`src/rtl/audio_rec_ctrl.sv`:
```
// Recorder/player control for the lab3 audio system: sequences SRAM sample
// addresses for recording and variable-speed playback from debounced keys.
module audio_rec_ctrl #(
  parameter int unsigned            ADDR_W   = 20,
  parameter logic [ADDR_W-1:0]      ADDR_MAX = 20'hFFFFF
) (
  input  logic              i_clk,
  input  logic              i_rst_n,
  input  logic              i_init_done,
  input  logic              i_key_rec,
  input  logic              i_key_play,
  input  logic              i_key_stop,
  input  logic              i_sample_tick,
  input  logic [17:0]       i_sw,
  output logic [2:0]        o_state,
  output logic [ADDR_W-1:0] o_addr,
  output logic [ADDR_W-1:0] o_rec_end,
  output logic              o_sram_we
);

  typedef enum logic [2:0] {
    S_IDLE  = 3'd0,
    S_HOLD  = 3'd1,
    S_REC   = 3'd2,
    S_PLAY  = 3'd3,
    S_PAUSE = 3'd4
  } state_t;

  state_t              state_q, state_d;
  logic [ADDR_W-1:0]   addr_d, rec_end_d;
  logic                we_d;
  logic [2:0]          cnt_q, cnt_d;
  logic [3:0]          speed_n;
  logic [ADDR_W:0]     step;
  logic [ADDR_W:0]     addr_next;
  logic                advance;
  logic                unused_sw;

  assign unused_sw = ^{i_sw[16:9], i_sw[1:0]};
  assign o_state   = state_q;

  // Highest set switch among 8..2 selects the speed factor; none selects 1.
  always_comb begin
    speed_n = 4'd1;
    for (int unsigned i = 2; i <= 8; i++) begin
      if (i_sw[i]) speed_n = 4'(i);
    end
  end

  always_comb begin
    state_d   = state_q;
    addr_d    = o_addr;
    rec_end_d = o_rec_end;
    we_d      = 1'b0;
    cnt_d     = cnt_q;
    step      = '0;
    advance   = 1'b0;
    addr_next = {1'b0, o_addr};

    case (state_q)
      S_IDLE: begin
        if (i_init_done) state_d = S_HOLD;
      end

      S_HOLD: begin
        addr_d = '0;
        if (i_key_stop) begin
          state_d = S_HOLD;
        end else if (i_key_rec) begin
          state_d = S_REC;
        end else if (i_key_play && (o_rec_end != '0)) begin
          state_d = S_PLAY;
          cnt_d   = '0;
        end
      end

      S_REC: begin
        // A strobe already on the bus always completes, even alongside stop.
        if (o_sram_we) begin
          if (o_addr == ADDR_MAX) begin
            rec_end_d = ADDR_MAX;
            addr_d    = '0;
            state_d   = S_HOLD;
          end else begin
            addr_d = o_addr + 1'b1;
          end
        end
        if (!(o_sram_we && (o_addr == ADDR_MAX))) begin
          if (i_key_stop) begin
            rec_end_d = addr_d;
            addr_d    = '0;
            state_d   = S_HOLD;
          end else if (i_sample_tick) begin
            we_d = 1'b1;
          end
        end
      end

      S_PLAY: begin
        if (i_key_stop) begin
          state_d = S_HOLD;
          addr_d  = '0;
        end else if (i_key_play) begin
          state_d = S_PAUSE;
        end else if (i_sample_tick) begin
          if (i_sw[17]) begin
            step    = (ADDR_W+1)'(speed_n);
            advance = 1'b1;
          end else if ({1'b0, cnt_q} >= (speed_n - 4'd1)) begin
            step    = (ADDR_W+1)'(1);
            advance = 1'b1;
            cnt_d   = '0;
          end else begin
            cnt_d = cnt_q + 3'd1;
          end
          addr_next = {1'b0, o_addr} + step;
          if (advance) begin
            if (addr_next >= {1'b0, o_rec_end}) begin
              state_d = S_HOLD;
              addr_d  = '0;
            end else begin
              addr_d = addr_next[ADDR_W-1:0];
            end
          end
        end
      end

      S_PAUSE: begin
        if (i_key_stop) begin
          state_d = S_HOLD;
          addr_d  = '0;
        end else if (i_key_play) begin
          state_d = S_PLAY;
        end
      end

      default: begin
        state_d = S_HOLD;
        addr_d  = '0;
        cnt_d   = '0;
      end
    endcase
  end

  always_ff @(posedge i_clk or negedge i_rst_n) begin
    if (!i_rst_n) begin
      state_q   <= S_IDLE;
      o_addr    <= '0;
      o_rec_end <= '0;
      o_sram_we <= 1'b0;
      cnt_q     <= '0;
    end else begin
      state_q   <= state_d;
      o_addr    <= addr_d;
      o_rec_end <= rec_end_d;
      o_sram_we <= we_d;
      cnt_q     <= cnt_d;
    end
  end

endmodule

```
`config.mk`:
```
export PLATFORM = sky130hd
export DESIGN_NAME = audio_rec_ctrl
export DESIGN_NICKNAME = d
export VERILOG_FILES = /design/src/rtl/audio_rec_ctrl.sv
export SDC_FILE = /design/constraint.sdc
export NUM_CORES = 1
export LEC_CHECK = 0
export ABC_CLOCK_PERIOD_IN_PS = 5100
export CAP_MARGIN = 20
export CORE_ASPECT_RATIO = 1.75
export CORE_UTILIZATION = 40
export CTS_CLUSTER_SIZE = 16
export DETAILED_ROUTE_END_ITERATION = 8
export SYNTH_ARGS = -nofsm -noshare
export SYNTH_HDL_FRONTEND = slang
export SYNTH_SLANG_ARGS = --single-unit
```
`constraint.sdc`:
```
create_clock -name i_clk -period 5.1 [get_ports i_clk]
set_input_delay 0.51 -clock i_clk [delete_from_list [all_inputs] [get_ports i_clk]]
set_output_delay 0.51 -clock i_clk [all_outputs]
set_load 0.01 [all_outputs]
```
; After elaboration in Yosys (flattened, before gate mapping)
; Cells that the tools add are included.
[totals]
reg_bits = 47
inputBits = 25
elab_cells = 106
output_inout_bits = 44
[classes]
n_reduce_logical = 8
add_sub_neg = 4
muxes = 63
bitwise_logic = 2
eq_ne = 22
magnitude_cmp = 2
[ops]
columns = cell, count
row1 = $mux 20, 14
row2 = $mux 21, 4
row3 = $pmux 20 s4, 1
row4 = $mux 3, 23
row5 = $mux 4, 6
row6 = $add 20x21->21, 1
row7 = $ge 21x20->1, 1
row8 = $add 20x1->20 const B, 1
row9 = $eq 20x20->1 const B, 1
row10 = $reduce_bool 20->1, 1
row11 = $ne 2x2->1 const B, 9
row12 = $ne 4x4->1 const B, 4
row13 = $pmux 3 s5, 1
row14 = $ne 3x3->1 const B, 4
row15 = $mux 1, 11
row16 = $pmux 3 s3, 1
row17 = $reduce_and 8->1, 1
row18 = $eq 3x2->1 const B, 2
row19 = $reduce_and 6->1, 1
row20 = $reduce_and 5->1, 1
row21 = $ge 3x4->1, 1
row22 = $mux 2, 2
row23 = $sub 4x1->4 const B, 1
row24 = $add 3x1->3 const B, 1
row25 = other kinds (6), 8

; Depth between registers and ports, before layout
[logic_depth]
depth_word = 23
depth_mapped = 28

; Least setup slack after synthesis
; OpenSTA, ideal clock, no wires.
[synth_timing]
path_kind = in2reg
startpoint = in i_sw[4]
endpoint = reg o_addr[9]
arrival_time_ns = 5.291
setup_slack_ns = -0.329
required_ns = 4.962
path_buffers = 1
path_stages = 26
setup_ns = 0.138
cell_sequence = nor2_1 > o21ai_0 > a21o_1 > ha_1 > xnor2_1 > ha_1 > a21oi_1 > o21ai_0 > nor2_1 > a21oi_1 > ha_1 > fa_1 > a211oi_1 > nor2_1 > nand3_1 > nor2_1 > xor2_1 > ha_1 > and4_1 > nand2_1 > or4_1 > o22ai_1 > buf_2 > o32ai_1 > a2111oi_0 > a21oi_1
[synth_via]
elab_chain_len = 21
[synth_rtl]
columns = item, line_no
row1 = start: declaration, 14  ; input logic [17:0] i_sw,
row2 = $mux 4 * (5 in a row), 46  ; if (i_sw[i]) speed_n = 4'(i);
row3 = $sub 4x1->4, 109  ; end else if ({1'b0, cnt_q} >= (speed_n - 4'd1)) begin
row4 = $ge 3x4->1, 109
row5 = $mux 1, 109
row6 = $mux 4, 106  ; if (i_sw[17]) begin
row7 = $mux 21, 105  ; end else if (i_sample_tick) begin
row8 = $mux 21, 103  ; end else if (i_key_play) begin
row9 = $mux 21, 100  ; if (i_key_stop) begin
row10 = $mux 21, 60  ; case (state_q)
row11 = $add 20x21->21, 116  ; addr_next = {1'b0, o_addr} + step;
row12 = $ge 21x20->1, 118  ; if (addr_next >= {1'b0, o_rec_end}) begin
row13 = $mux 20, 118
row14 = $mux 20, 117  ; if (advance) begin
row15 = $mux 20, 105
row16 = $mux 20, 103
row17 = $mux 20, 100
row18 = $pmux 20 s4, 60
row19 = end signal: assignment, 154  ; o_addr <= addr_d;
row20 = end: declaration, 16  ; output logic [ADDR_W-1:0] o_addr,
; Mark *: on every way between the ends. The rest lies on a longest branch, timed or not. The select of a mux whose other input is x is not followed.
; A chain may end at the register's enable or synchronous reset.

; Final worst setup path
[layout_timing]
startpoint = in i_sw[5]
endpoint = reg o_addr[17]
[layout_via]
elab_chain_len = 20
[layout_rtl]
columns = item, line_no
row1 = $mux 4 * (4 in a row), 46
row2 = $sub 4x1->4, 109
row3 = $ge 3x4->1, 109
row4 = $mux 1, 109
row5 = $mux 4, 106
row6 = $mux 21, 105
row7 = $mux 21, 103
row8 = $mux 21, 100
row9 = $mux 21, 60
row10 = $add 20x21->21, 116
row11 = $ge 21x20->1, 118
row12 = $mux 20, 118
row13 = $mux 20, 117
row14 = $mux 20, 105
row15 = $mux 20, 103
row16 = $mux 20, 100
row17 = $pmux 20 s4, 60
; Marked as above.

==> results.sh <==
export IMPL_fin_cells=729
export IMPL_avgRoutedWirePerCell_um=19.1
export IMPL_cts_made_buffers=5
export IMPL_cp_arrival_ns=5.37
export IMPL_multiInputGateArea_um2=2880
export IMPL_critPathMaxFanout=5
export IMPL_grt_setup_unrepaired="true"
export IMPL_grt_usage_pct=27.7
export IMPL_chipHeight_um=133
export IMPL_ys_async_sr_fraction_pct=100
export IMPL_cp_top_family="compound AO/OA/AOI/OAI gates"
export IMPL_final_period_utilization_pct=102
export IMPL_hold_violations=0
export IMPL_die_area_um2=10200
export IMPL_synth_edf_count=0
export IMPL_max_vdd_ir_drop_v=0.000236
export IMPL_antenna_cells=0
export IMPL_worstSkewPairLatency_ns=0.29
export IMPL_core_area_um2=9470
export IMPL_grt_pass1_vias=4298
export IMPL_path_common_cell="nor2_4"
export IMPL_yosys_area_top_type="dfrtp_1"
export IMPL_vias=4195
export IMPL_yosys_area_top_type_share_pct=30.1
export IMPL_startpoint="i_sw[5]"
export IMPL_yosys_warnings=0
export IMPL_synth_nets=547
export IMPL_clock_sinks=47
export IMPL_grt_overflow=0
export IMPL_fmax_ghz=0.192
export IMPL_slowest_delay_ns=0.57
export IMPL_h_tree_depth=2
export IMPL_final_cell_mix="nor2_1, buf_4, clkdlybuf4s50_1, dfrtp_1, a21oi_1"
export IMPL_min_period_ns=5.20
export IMPL_hold_buffers=0
export IMPL_pwr_share_comb_pct=55.6
export IMPL_avgSynthCellArea_um2=7.97
export IMPL_place_gp_congestion=0.904
export IMPL_syn_area_um2=3910
export IMPL_synthTopCellsByArea="dfrtp_1, ha_1, nor2_1, a21oi_1, xnor2_1"
export IMPL_drc=0
export IMPL_post_dp_hpwl_mm=9.99
export IMPL_critical_path_buf_inv_count=2
export IMPL_clockBufferDepth=2
export IMPL_skew_ns=0.00694
export IMPL_viasPerCell=5.75
export IMPL_grt_antenna_before_repair=0
export IMPL_switching_share_pct=42.5
export IMPL_synth_distinct_cells=58
export IMPL_cp_start_kind="input pin"
export IMPL_setup_tns_ns=-0.714
export IMPL_grt_max_degree=32
export IMPL_p_per_area_nw_per_um2=394
export IMPL_crit_type="in -> reg"
export IMPL_hold_path_class="in -> async"
export IMPL_p_int_mw=1.28
export IMPL_critPathCaptureType="flip-flop"
export IMPL_placedCellCount=687
export IMPL_ios=69
export IMPL_pre_cts_ws_ns=-0.997
export IMPL_io_buffers=58
export IMPL_cap_viol_max_count=0
export IMPL_wirelength_mm=14.0
export IMPL_grt_pass1_wl_mm=22.0
export IMPL_ys_seq_elements=47
export IMPL_fillers=842
export IMPL_fin_ws_ns=-0.101
export IMPL_p_clk_share_pct=14.7
export IMPL_critPathSlowestCell="or4_4"
export IMPL_leakagePower_nw=2.42
export IMPL_syn_to_final_growth_pct=44.6
export IMPL_die_w_um=76.8
export IMPL_tightest_slew_ns=1.02
export IMPL_rows=47
export IMPL_crit_reg2reg_launch="cnt_q[2]$_DFFE_PN0P_"
export IMPL_clock_root_buffer="clkbuf_16"
export IMPL_layout_commonest_cell="nor2_1"
export IMPL_violations="negative setup slack"
export IMPL_drt_iter0_drc=217
export IMPL_layout_area_seq_um2=1180
export IMPL_synth_main_ff_cell="dfrtp_1"
export IMPL_hold_slack_ns=0.207
export IMPL_nNetsFinal=662
export IMPL_netlist_instances=491
export IMPL_status="complete, but fails checks"
export IMPL_dr_pass1_iters=5
export IMPL_slew_violations=0
export IMPL_max_slew_margin_pct=31.5
export IMPL_yosysSeqAreaShare_pct=30.1
export IMPL_required_ns=5.27
export IMPL_clk_pin_slew_ns=0.07
export IMPL_drive_gt1_share_pct=24.2
export IMPL_start_util_pct=41.3
export IMPL_cts_tree="yes"
export IMPL_p_seq_share_pct=29.7
export IMPL_ant_nets=0
export IMPL_p_switching_uw=947
export IMPL_setup_viol=18
## Yosys cell counts, drive strengths merged (5+ instances only)
| master | number |
|---|---|
| buf | 9 |
| nor2 | 73 |
| a21o | 5 |
| nor4 | 7 |
| a211oi | 6 |
| nor3 | 16 |
| nand2b | 8 |
| o31ai | 5 |
| clkbuf | 12 |
| dfrtp | 47 |
| xor2 | 13 |
| inv | 42 |
| xnor2 | 23 |
| ha | 30 |
| nand4 | 12 |
| o21ai | 24 |
| nand2 | 28 |
| nand3 | 14 |
| a21oi | 50 |
## state kept, by name, indices dropped and copies added (netlist names)
signal and cells:
o_rec_end 20, cnt_q 3, o_state 3, o_addr 20, o_sram_we 1
## final timing paths
kind | cells past startpoint | end | slack [ns]
setup / recovery | 25 | o_addr[17]$_DFFE_PN0P_ | -0.10
hold / removal | 1 | o_addr[2]$_DFFE_PN0P_ | 0.21
setup reg to reg | 19 | o_addr[17]$_DFFE_PN0P_ | 0.48
hold reg to reg | 1 | cnt_q[2]$_DFFE_PN0P_ | 0.55
max in group asynchronous | 2 | o_addr[14]$_DFFE_PN0P_ | 4.34
min in group i_clk | 1 | cnt_q[2]$_DFFE_PN0P_ | 0.55
## worst reg2reg max path: stages (launching register included)
cell and delay, ns:
dfrtp_1 0.41, ha_1 0.34, a21oi_2 0.18, o21ai_2 0.08
nor2_1 0.11, a21oi_1 0.06, ha_2 0.20, fa_2 0.37
a211oi_4 0.32, or2_4 0.22, nor2_4 0.06, xor2_2 0.15
ha_1 0.32, nand4_1 0.18, or4_4 0.57, o22ai_4 0.22
buf_6 0.19, or2_4 0.15, nor2_4 0.05, a221o_1 0.33
## layout make-up
type                    count  share of cell area [%]
well taps                 122                    2.70
flip-flops and latches     47                    20.8
inverters                  42                    2.79
clock inverters             1                  0.0884
multi-input cells         381                    50.9
repair buffers            129                    20.4
clock buffers               7                    2.34
## cell families after synthesis
family / Yosys count / synth area share [%]
simple gates: 180 / 22.6
compound gates: 130 / 21.6
buf+inv: 63 / 6.62
flops: 47 / 30.1
xor+xnor: 36 / 8.06
fa+ha+maj: 31 / 10.1
mux: 4 / 1.02
## metal layers
layer  up-vias  share of wire (%)  track usage, %
li1       1979                  -               -
met1      2046                 38            30.9
met2       128                 54            50.9
met3        42                3.5            2.21
met4         0                5.2            15.6
met5         -                  0               0
## power groups by stage
stage | clock, mW | combinational [mW] | sequential, mW
after CTS | 0.337 | 1.14 | 0.658
after detailed placement | 0 | 0.995 | 0.664
after floorplan | 0 | 0.540 | 0.627
final | 0.327 | 1.24 | 0.661
after global routing | 0.347 | 1.35 | 0.673
after global placement | 0 | 0.985 | 0.663
## per-stage QoR
step	util, %	instance area (um^2)	power [mW]
finish	59.8	5660	2.23
global route	59.8	5660	2.37
CTS	57.4	5430	2.14
detailed placement	51.4	4860	1.66
global placement	51.2	4840	1.65
floorplan	-	3940	1.17
## what timing repair did
| item | CTS | global route |
|---|---|---|
| endpoints found under the hold margin | 0 | 0 |
| resized for setup | 68 | 49 |
| endpoints found under the setup margin | 22 | 22 |
| setup buffers | 29 | 5 |
| pin swaps | 38 | 38 |
Power figures use the tool's default switching activity.
